## src/rtl/debounce_fsm.sv

```systemverilog
// debounce_fsm: debounces one raw input into db_level plus a one-cycle db_tick on each accepted rise.
// Optional build macro DB_SYNC_EN inserts a 2-FF synchronizer ahead of the sample register (+2 cycles).
module debounce_fsm #(
    parameter int unsigned STABLE_CNT = 2_000_000,
    parameter int unsigned CNT_W      = 21
) (
    input  logic clk,
    input  logic reset,
    input  logic sw,
    output logic db_level,
    output logic db_tick
);

    typedef enum logic [1:0] {
        ZERO  = 2'b00,
        WAIT1 = 2'b01,
        ONE   = 2'b10,
        WAIT0 = 2'b11
    } state_t;

    localparam logic [CNT_W-1:0] LOAD = CNT_W'(STABLE_CNT - 1);

    logic sw_s;
    logic sample_d;

`ifdef DB_SYNC_EN
    logic sync_0;
    logic sync_1;

    // Two flops to settle metastability before the value reaches the sample register.
    always_ff @(posedge clk) begin
        if (reset) begin
            sync_0 <= 1'b0;
            sync_1 <= 1'b0;
        end else begin
            sync_0 <= sw;
            sync_1 <= sync_0;
        end
    end

    assign sample_d = sync_1;
`else
    assign sample_d = sw;
`endif

    // NOTE: clocked state uses non-blocking assignments so every flop samples pre-edge values.
    always_ff @(posedge clk) begin
        if (reset) begin
            sw_s <= 1'b0;
        end else begin
            sw_s <= sample_d;
        end
    end

    state_t           state;
    state_t           state_next;
    logic [CNT_W-1:0] cnt;
    logic [CNT_W-1:0] cnt_next;
    logic             cnt_zero;

    assign cnt_zero = (cnt == '0);

    always_ff @(posedge clk) begin
        if (reset) begin
            state <= ZERO;
            cnt   <= '0;
        end else begin
            state <= state_next;
            cnt   <= cnt_next;
        end
    end

    always_comb begin
        // NOTE: every signal written here gets a default first, so no path can infer a latch.
        state_next = state;
        cnt_next   = cnt;
        db_tick    = 1'b0;
        case (state)
            ZERO: begin
                if (sw_s) begin
                    state_next = WAIT1;
                    cnt_next   = LOAD;
                end
            end
            WAIT1: begin
                if (!sw_s) begin
                    state_next = ZERO;
                end else if (cnt_zero) begin
                    state_next = ONE;
                    db_tick    = 1'b1;
                end else begin
                    cnt_next = cnt - CNT_W'(1);
                end
            end
            ONE: begin
                if (!sw_s) begin
                    state_next = WAIT0;
                    cnt_next   = LOAD;
                end
            end
            WAIT0: begin
                if (sw_s) begin
                    state_next = ONE;
                end else if (cnt_zero) begin
                    state_next = ZERO;
                end else begin
                    cnt_next = cnt - CNT_W'(1);
                end
            end
            default: begin
                state_next = ZERO;
            end
        endcase
    end

    // Level decodes straight from the state register, so it cannot glitch.
    assign db_level = (state == ONE) || (state == WAIT0);

endmodule

```

## config.mk

```make
export PLATFORM = sky130hd
export DESIGN_NAME = debounce_fsm
export DESIGN_NICKNAME = d
export VERILOG_FILES = /design/src/rtl/debounce_fsm.sv
export SDC_FILE = /design/constraint.sdc
export NUM_CORES = 1
export LEC_CHECK = 0
export BUFFER_PORTS_ARGS = -buffer_cell sky130_fd_sc_hd__buf_4
export CORE_MARGIN = 2
export CORE_UTILIZATION = 55
export DETAILED_ROUTE_END_ITERATION = 7
export GPL_TIMING_DRIVEN = 1
export PLACE_DENSITY = 0.72
export SLEW_MARGIN = 20
export SYNTH_ARGS = -nofsm -noshare
export SYNTH_HDL_FRONTEND = slang
export SYNTH_SLANG_ARGS = --single-unit
```

## constraint.sdc

```tcl
create_clock -name clk -period 2.4 [get_ports clk]
set_input_delay 0.24 -clock clk [delete_from_list [all_inputs] [get_ports clk]]
set_output_delay 0.24 -clock clk [all_outputs]
set_load 0.005 [all_outputs]
```

# ---- After elaboration in Yosys (flattened, before gate mapping)
# Cells that the tools add are included.
# W data, S select, Z words.
dict set report totals {
  ff_bits 24
  inputBits 3
  output_inout_bits 2
  word_cells 34
}
dict set report classes {
  add_sub_neg 1
  eq_ne 9
  muxes 16
  reduce_logical 5
}
# op count
set ops {}
lappend ops {{$mux W21} 5}
lappend ops {{$pmux W21 S4} 1}
lappend ops {{$logic_not A21 Y1} 1}
lappend ops {{$sub A21 B1 Y21 const B} 1}
lappend ops {{$mux W2} 6}
lappend ops {{$ne A2 B2 Y1 const B} 4}
lappend ops {{$pmux W2 S4} 1}
lappend ops {{$reduce_and A4 Y1} 2}
lappend ops {{$ne A3 B3 Y1 const B} 2}
lappend ops {{$eq A2 B2 Y1 const B} 2}
lappend ops {{$mux W1} 3}
lappend ops {{$eq A2 B1 Y1 const B} 1}
lappend ops {{$logic_not A2 Y1} 1}
lappend ops {{$logic_or A1 B1 Y1} 1}

# ---- Depth between registers and ports, before layout
# Gate-level depths: netlist of run 1.
dict set report logic_depth {
  depth_word 4
  mapped_depth 7
  mapped_depth_nobuf 7
}

# ---- Worst setup path before layout of run 1
# OpenSTA, ideal clock, no wires.
dict set report synth_timing {
  path_type {register to register}
  startpoint {register cnt[4]}
  endpoint {register cnt[13]}
  t_arrival_ns 1.951
  slack_ns 0.378
  path_stages_with_launch 6
  path_buffers 0
  synth_period_minus_slack_ns 2.022
  path_cell_list {dfxtp_1 -> or4_4 -> or2_1 -> or4_1 -> or3_1 -> a21oi_1}
}
dict set report synth_via {
  elab_chain_cells 4
  word_cells_on_any_way 6
}
# item line_no
set synth_rtl {}
lappend synth_rtl {{start: declaration} 57} ;# logic [CNT_W-1:0] cnt;
lappend synth_rtl {{start signal: assignment} 69} ;# cnt <= cnt_next;
lappend synth_rtl {{$sub A21 B1 Y21 or $logic_not A21 Y1 (tied branches)} {92, 107, 61}}
lappend synth_rtl {{$mux W21 (*)} {88, 104}}
lappend synth_rtl {{$mux W21 (on tied branches)} {102, 86}}
lappend synth_rtl {{$pmux W21 S4 (*)} 78} ;# case (state)
# Mark *: on every way between the ends. The rest lies on a longest branch, timed or not. The select of a mux whose other input is x is not followed.
# A chain may end at the register's enable or synchronous reset.

# ---- Final worst setup path of run 1
dict set report layout_timing {
  startpoint {register cnt[8]}
  endpoint {output port db_tick}
}
dict set report layout_via {
  elab_chain_cells 4
}
# item line_no
set layout_rtl {}
lappend layout_rtl {{$logic_not A21 Y1} 61} ;# assign cnt_zero = (cnt == '0);
lappend layout_rtl {{$mux W1} 88} ;# end else if (cnt_zero) begin
lappend layout_rtl {{$mux W1} 86} ;# if (!sw_s) begin
lappend layout_rtl {{$mux W1} 78}
lappend layout_rtl {{end: declaration} 11} ;# output logic db_tick
# Every way passes these cells.

==> metrics.csv, run 1 <==
metric,value,unit
drv_cap,0,
required,2.16,ns
holdPathEnd,sw_s$_SDFF_PP0_,
p_switching,302,uW
outcome,finished clean,
final_common_cell,dfxtp_1,
intPower,618,uW
pwr-share-clk,23.6,%
grt_max_degree,15,
worst_pin_slew,0.566,ns
rr_endpoint,cnt[13]$_SDFFE_PP0P_,
fmax,444,MHz
drtIter0Drc,58,
num_vias,1252,
fin_ws,0.146,ns
synth-edff-count,0,
async_flop_share,0,%
drc,0,
critical_path_class,flip-flop to primary output,
nNetsFinal,165,
root_buffer,clkbuf_4,
die-area,0.00276,sq mm
synth.avg_cell_area,8.54,sq um
rsz0062_at_grt,no,
rows,17,
yosysWarnings,0,
path_cells,or4_4 > nor2_4 > nand3_1 > nor3b_1 > buf_4,
pwr-share-comb,26.2,%
die_w,52.6,um
skew,0.00530,ns
end_kind,primary output,
critPathArrivalTime,2.01,ns
avgRoutedWirePerCell,17.6,um
start_util,58.7,%
path_clk_slew,0.13,ns
place_congestion,0.850,
synthCells,152,
hold_viol_final,0,
ys.flop_type,dfxtp_1,
cellPowerDensity,644,mW/mm^2
hp-class,primary input to flip-flop,
ant_nets,0,
holdBufCountCts,0,
grt_remaining_overflow,0,
area_growth,10.0,%
min_path_cells,2,
reg2regPathDepth,5,
p_sw_share,32.8,%
grt_util_all_layers,27.6,%
r2r-start,cnt[4]$_SDFFE_PP0P_,
ys_seq_area_share,37.0,%
die_height,52.6,um
h-tree-depth,1,
slowest_delay,0.61,ns
r2r_slack,0.22,ns
fill_cells,207,
io_pins,5,
port_buffers,4,
setup_viol,0,
fin_tns_setup,0,ns
cts_tree,yes,
vdd_drop_max,454,uV
worst-path-max-fanout,7,
dp_hpwl,2340,um
start_kind,flip-flop,
synth-seq-cells,24,
cts.path.max_buffers,2,
slowest_stage,or4_4,
fin_crit_sh,93.9,%
syn_nets,157,
vias_per_cell,6.70,
drive_above_1_share,14.5,%
synth_cell_types,42,
place_ws,0.249,ns
cts_made_buffers,3,
wl,3290,um
cts.sinks,24,
clock_latency,0.32,ns
slew-limit-headroom,61.9,%
diodes,0,
synth_area,0.00130,sq mm
leakagePower,0.000504,uW
layout_common_cells,"dfxtp_1 (23), nor2_1 (13), a21oi_1 (13)",
worstHoldStart,sw,
firstDrtPassIters,4,
grt_pass1_wl,5600,um
seqPwrFrac,50.2,%
grt_pass1_vias,1195,
core_area,0.00221,sq mm
antenna_found_initial,0,
fin_crit,2.25,ns
drv_slew,0,
-- timing repair --
| action | CTS | global route |
|---|---|---|
| cloned | 0 | 0 |
| setup endpoints to repair | 1 | 1 |
| setup buffers | 0 | 0 |
| gates resized for setup | 1 | 4 |
-- cell families (layout without fill, tap and decap cells) --
group | after synthesis | after routing | synth area share (%)
buffers and inverters | 9 | 16 | 2.60
and+or+nand+nor | 60 | 60 | 26.0
adders and majority gates | 2 | 2 | 1.93
AOI/OAI and AO/OA | 41 | 41 | 20.9
xor gates and xnor gates | 10 | 10 | 6.75
muxes | 6 | 6 | 4.73
DFF | 24 | 24 | 37.0
-- routing by layer --
metal  wire length (um)  global-route usage (%)  up-vias
li1                   -                       -      596
met1               1430                    35.0      585
met3                193                    3.71       14
met5                  0                       0        -
met4                133                    14.1        0
met2               1530                    45.2       57
-- layout make-up --
class | count | area (sq um) | area share (%)
inverter | 3 | 11.3 | 0.789
clock buffer | 4 | 36.3 | 2.54
multi-input combinational | 119 | 796 | 55.7
timing repair buffer | 9 | 67.6 | 4.73
tap | 28 | 35.0 | 2.45
sequential | 24 | 482 | 33.7
-- sequential cells by signal (all words and copies together), names as in the netlist, named ones only --
signal,cells
cnt,21
state,1
sw_s,1
-- power groups by stage --
| stage | registers [uW] | logic (uW) | clock network [uW] |
|---|---|---|---|
| 6_report | 462 | 241 | 217 |
| 2_1_floorplan | 459 | 174 | 0 |
| 4_1_cts | 460 | 229 | 216 |
| 3_3_place_gp | 467 | 218 | 0 |
| 3_5_place_dp | 469 | 224 | 0 |
| 5_1_grt | 466 | 266 | 228 |
-- metrics by stage --
step	util [%]	instance area, sq um	cells	hold slack (ns)	total power (uW)
2_1_floorplan	-	1300	152	0.368	633
3_3_place_gp	62.3	1380	183	0.453	684
3_5_place_dp	62.3	1380	183	0.469	693
4_1_cts	64.0	1420	187	0.137	905
5_1_grt	64.5	1430	187	0.145	960
6_report	64.5	1430	187	0.129	919
-- critical path: cells and delay by family, from the launching register on --
kind                   cells  cell delay (ns)
flip-flops                 1             0.40
AND/OR/NAND/NOR            4             1.14
buffers and inverters      1             0.15
-- how the worst max path moves through the flow --
| stage | slack, ns | from | to |
|---|---|---|---|
| after floorplan | 0.38 | cnt[4]$_SDFFE_PP0P_ | cnt[13]$_SDFFE_PP0P_ |
| after global placement | 0.28 | cnt[0]$_SDFFE_PP0P_ | cnt[13]$_SDFFE_PP0P_ |
| after detailed placement | 0.25 | cnt[8]$_SDFFE_PP0P_ | cnt[11]$_SDFFE_PP0P_ |
| after CTS | 0.05 | cnt[8]$_SDFFE_PP0P_ | db_tick |
| after global routing | 0.01 | cnt[12]$_SDFFE_PP0P_ | db_tick |
| final | 0.15 | cnt[8]$_SDFFE_PP0P_ | db_tick |
-- cell usage after synthesis, types with 3 or more instances --
cell / count / area, sq um
mux2i_1: 5 / 50.1
nor4_1: 6 / 37.5
o31ai_1: 4 / 30.0
a21oi_1: 13 / 65.1
o21ai_0: 6 / 30.0
nor3b_1: 3 / 22.5
nand2_1: 9 / 33.8
nor2_1: 14 / 52.6
inv_1: 3 / 11.3
clkbuf_1: 6 / 22.5
or4_1: 4 / 30.0
or3_1: 3 / 18.8
a311oi_1: 3 / 26.3
a31oi_1: 4 / 25.0
xnor2_1: 9 / 78.8
nor3_1: 3 / 15.0
nand3_1: 4 / 20.0
dfxtp_1: 24 / 480
Power figures use the tool's default switching activity.
==> run 2: changes to the inputs <==
--- a/config.mk
+++ b/config.mk
@@ -7,10 +7,10 @@
 export LEC_CHECK = 0
 export BUFFER_PORTS_ARGS = -buffer_cell sky130_fd_sc_hd__buf_4
 export CORE_MARGIN = 2
-export CORE_UTILIZATION = 55
+export CORE_UTILIZATION = 50
 export DETAILED_ROUTE_END_ITERATION = 7
 export GPL_TIMING_DRIVEN = 1
-export PLACE_DENSITY = 0.72
+export PLACE_DENSITY = 0.67
 export SLEW_MARGIN = 20
 export SYNTH_ARGS = -nofsm -noshare
 export SYNTH_HDL_FRONTEND = slang
==> run 2 against run 1 <==
Compared with the run above:
- clock skew up 0.0067 ns
- global-route usage down 4.4 points
- final area up 1.3%
- worst hold slack better by 0.0017 ns
- sequential power about the same
- critical path depth up 1
- combinational power about the same
- maximum frequency down 0.97%
- wire length down 6.0%
- critical endpoint unchanged
==> metrics.csv, run 2 (same netlist as run 1, synthesis figures left out) <==
metric,value,unit
worst_pin_slew,0.508,ns
die_w,54.9,um
cts_tree,yes,
drv_slew,0,
fin_crit,2.28,ns
grt_util_all_layers,23.2,%
critical_path_class,flip-flop to primary output,
layout_common_cells,"dfxtp_1 (24), nor2_1 (14), a21oi_1 (13), buf_4 (13)",
fin_crit_sh,94.8,%
met3_usage,4.30,%
critPathArrivalTime,2.04,ns
cts_repair_resize_count,0,
holdBufCountCts,0,
fmax,439,MHz
largest-register,cnt,
drv_cap,0,
antenna_found_initial,0,
grt_max_degree,16,
design_area,0.00145,sq mm
cts.sinks,24,
setup_viol,0,
grt_pass1_wl,5050,um
cts_made_buffers,3,
rows,18,
layout.cells.non_filler,193,
vdd_drop_max,470,uV
die_height,54.9,um
post_dp_cell_area,0.00141,sq mm
skew,0.0120,ns
grtUsageMet1,33.7,%
required,2.16,ns
path_clk_slew,0.14,ns
busiest_layer,met2,
area_growth,11.5,%
ant_nets,0,
h-tree-depth,1,
dp_hpwl,2270,um
drc,0,
vias_per_cell,6.33,
top_regs,"cnt (21), state (1), sw_s (1)",
slew-limit-headroom,65.8,%
crit_top_cell,buf_4,
drive_above_1_share,14.1,%
hp-class,primary input to flip-flop,
path_cells,or4_1 > nor2_1 > buf_4 > nand3_1 > nor3b_1 > buf_4,
drtIter0Drc,50,
start_kind,flip-flop,
core_area,0.00248,sq mm
largest_reg_flops,21,
grt_pass1_vias,1076,
io_pins,5,
post_cts_buffers,0,
cellPowerDensity,633,mW/mm^2
clock_latency,0.31,ns
hold_viol_final,0,
root_buffer,clkbuf_4,
grt_remaining_overflow,0,
final_common_cell,dfxtp_1,
place_congestion,0.904,
avgRoutedWirePerCell,16.0,um
dpl.cell_count,189,
diodes,0,
num_vias,1222,
cts.path.max_buffers,2,
fin_tns_setup,0,ns
nNetsFinal,169,
worst-path-max-fanout,7,
leakagePower,0.000523,uW
slowest_stage,or4_1,
start_util,52.4,%
finish.utilization,58.4,%
wl,3090,um
die-area,0.00302,sq mm
grtUsageMet2,35.1,%
end_kind,primary output,
port_buffers,4,
outcome,finished clean,
rsz0062_at_grt,no,
slowest_delay,0.61,ns
firstDrtPassIters,4,
-- run 2: cell types whose count changed in the layout (fill, tap and decap cells not counted) --
cell,delta
buf_4,+4
and2_1,+1
and2_2,-1
dfxtp_1,+1
dfxtp_2,-1
nor2_1,+1
nor2_4,-1
or4_1,+1
or4_4,-1
-- run 2: worst paths after layout --
check	start	end	slack, ns	cells past startpoint
hold reg to reg	cnt[7]$_SDFFE_PP0P_	cnt[7]$_SDFFE_PP0P_	0.53	2
setup / recovery	cnt[8]$_SDFFE_PP0P_	db_tick	0.12	6
setup reg to reg	cnt[0]$_SDFFE_PP0P_	cnt[13]$_SDFFE_PP0P_	0.22	5
hold / removal	sw	sw_s$_SDFF_PP0_	0.13	2
-- run 2: metrics by stage --
step	setup slack [ns]	hold slack (ns)	total power [uW]
3_5_place_dp	0.273	0.468	705
3_3_place_gp	0.312	0.460	702
5_1_grt	0.0303	0.167	963
6_report	0.124	0.131	915
4_1_cts	0.118	0.134	916
2_1_floorplan	0.378	0.368	633
-- run 2: layout make-up --
class / instances / area [sq um]
Sequential cell: 24 / 480
Inverter: 3 / 11.3
Fill cell: 237 / 1030
Timing Repair Buffer: 13 / 97.6
Clock buffer: 4 / 36.3
Multi-Input combinational cell: 119 / 783
Tap cell: 30 / 37.5
-- run 2: power breakdown --
part	total [uW]	internal (uW)	switching (uW)	leakage, uW
registers	460	426	33.9	0.000197
logic	242	106	136	0.000305
clock network	214	92.5	121	0.0000210
-- run 2: metal layers --
metal	part of all wire [%]	vias to the layer above
li1	-	606
met1	50	570
met2	43	40
met3	5.5	6
met4	1.4	0
met5	0	-
-- run 2: worst max-delay path: cells and delay by family (launching register included) --
kind | cells | cell delay [ns]
DFF | 1 | 0.40
buffers and inverters | 2 | 0.29
and+or+nand+nor | 4 | 1.05
==> run 3: changes to the inputs <==
--- a/config.mk
+++ b/config.mk
@@ -11,6 +11,7 @@
 export DETAILED_ROUTE_END_ITERATION = 7
 export GPL_TIMING_DRIVEN = 1
 export PLACE_DENSITY = 0.67
+export RECOVER_POWER = 100
 export SLEW_MARGIN = 20
 export SYNTH_ARGS = -nofsm -noshare
 export SYNTH_HDL_FRONTEND = slang
==> run 3 against run 2 <==
Compared with the run above:
- cell count unchanged
- first-iteration DRC count up 10%
- die area unchanged
- wire length down 1.2%
- register-to-register slack about the same
- sequential power about the same
- non-clock buffer count unchanged
- core utilization down 0.76 points
- clock power about the same
- largest power group unchanged
==> metrics.csv, run 3 (same netlist as run 1, synthesis figures left out) <==
metric,value,unit
outcome,finished clean,
vias_per_cell,6.35,
drive_above_1_share,11.0,%
crit_top_cell,buf_4,
path_cells,or4_1 > nor2_1 > buf_4 > nand3_1 > nor3b_1 > buf_4,
cts.path.max_buffers,2,
port_buffers,4,
critPathArrivalTime,2.03,ns
wl,3060,um
post_dp_cell_area,0.00141,sq mm
setup_viol,0,
end_kind,primary output,
place_congestion,0.904,
dp_hpwl,2270,um
critical_path_class,flip-flop to primary output,
cts_tree,yes,
path_clk_slew,0.14,ns
root_buffer,clkbuf_4,
drc,0,
antenna_found_initial,0,
cts_repair_resize_count,0,
nNetsFinal,169,
worst-path-max-fanout,7,
final_common_cell,dfxtp_1,
top_regs,"cnt (21), state (1), sw_s (1)",
num_vias,1226,
fin_tns_setup,0,ns
required,2.16,ns
cellPowerDensity,634,mW/mm^2
io_pins,5,
largest-register,cnt,
rsz0062_at_grt,no,
grt_pass1_vias,1076,
ant_nets,0,
avgRoutedWirePerCell,15.8,um
leakagePower,0.000503,uW
h-tree-depth,1,
grt_remaining_overflow,0,
die_w,54.9,um
firstDrtPassIters,4,
diodes,0,
rows,18,
cts_made_buffers,3,
worstHoldStart,sw,
start_util,52.4,%
fin_crit_sh,94.6,%
power.total,905,uW
die-area,0.00302,sq mm
slew-limit-headroom,64.3,%
drtIter0Drc,55,
slowest_delay,0.61,ns
die_height,54.9,um
cp-startpoint,cnt[8]$_SDFFE_PP0P_,
crit_family,simple AND/OR/NAND/NOR gates,
cp_num_buf_inv,2,
design_area,0.00143,sq mm
hold_viol_final,0,
fin_crit,2.27,ns
largest_reg_flops,21,
worst_pin_slew,0.533,ns
r2r-start,cnt[0]$_SDFFE_PP0P_,
clock_latency,0.31,ns
place_ws,0.273,ns
holdBufCountCts,0,
cts.sinks,24,
area_growth,10.0,%
grt_util_all_layers,23.2,%
post_cts_buffers,0,
skew,0.0118,ns
core_area,0.00248,sq mm
grt_pass1_wl,5050,um
grt_max_degree,16,
fin_ws,0.131,ns
hp-class,primary input to flip-flop,
start_kind,flip-flop,
slowest_stage,or4_1,
fmax,441,MHz
vdd_drop_max,463,uV
drv_cap,0,
drv_slew,0,
layout_common_cells,"dfxtp_1 (24), nor2_1 (14), a21oi_1 (13)",
==> run 3: changes by cell type in the layout (fill, tap and decap cells not counted), sizes merged <==
cell / change
buf: -6
clkbuf: +6
==> run 3: per-stage QoR <==
step | hold WS [ns] | utilization (%) | instances
detailed placement | 0.468 | 56.9 | 189
finish | 0.132 | 57.6 | 193
global route | 0.167 | 57.6 | 193
floorplan | 0.368 | - | 152
CTS | 0.134 | 58.4 | 193
global placement | 0.460 | 56.9 | 189
==> run 3: where the power goes <==
part	internal [uW]	switching, uW	total [uW]
clock network	92.5	120	213
registers	426	33.4	459
logic	98.3	135	233
==> run 3: path summary, 6_finish.rpt <==
kind                           to  slack (ns)  cells after the start
min               sw_s$_SDFF_PP0_        0.13                      2
max                       db_tick        0.13                      6
max reg2reg  cnt[13]$_SDFFE_PP0P_        0.22                      5
min reg2reg   cnt[7]$_SDFFE_PP0P_        0.53                      2
==> run 3: per-layer routing <==
layer	up-vias	track usage [%]	routed length [um]
met1	570	33.7	1490
met3	10	4.30	204
met5	-	0	0
li1	603	-	-
met4	0	6.50	60
met2	43	35.1	1300
==> run 3: layout make-up <==
| class | instances | area [sq um] |
|---|---|---|
| fill | 241 | 1050 |
| multi-input combinational | 119 | 783 |
| sequential | 24 | 480 |
| timing repair buffer | 13 | 78.8 |
| tap | 30 | 37.5 |
| clock buffer | 4 | 36.3 |
| inverter | 3 | 11.3 |
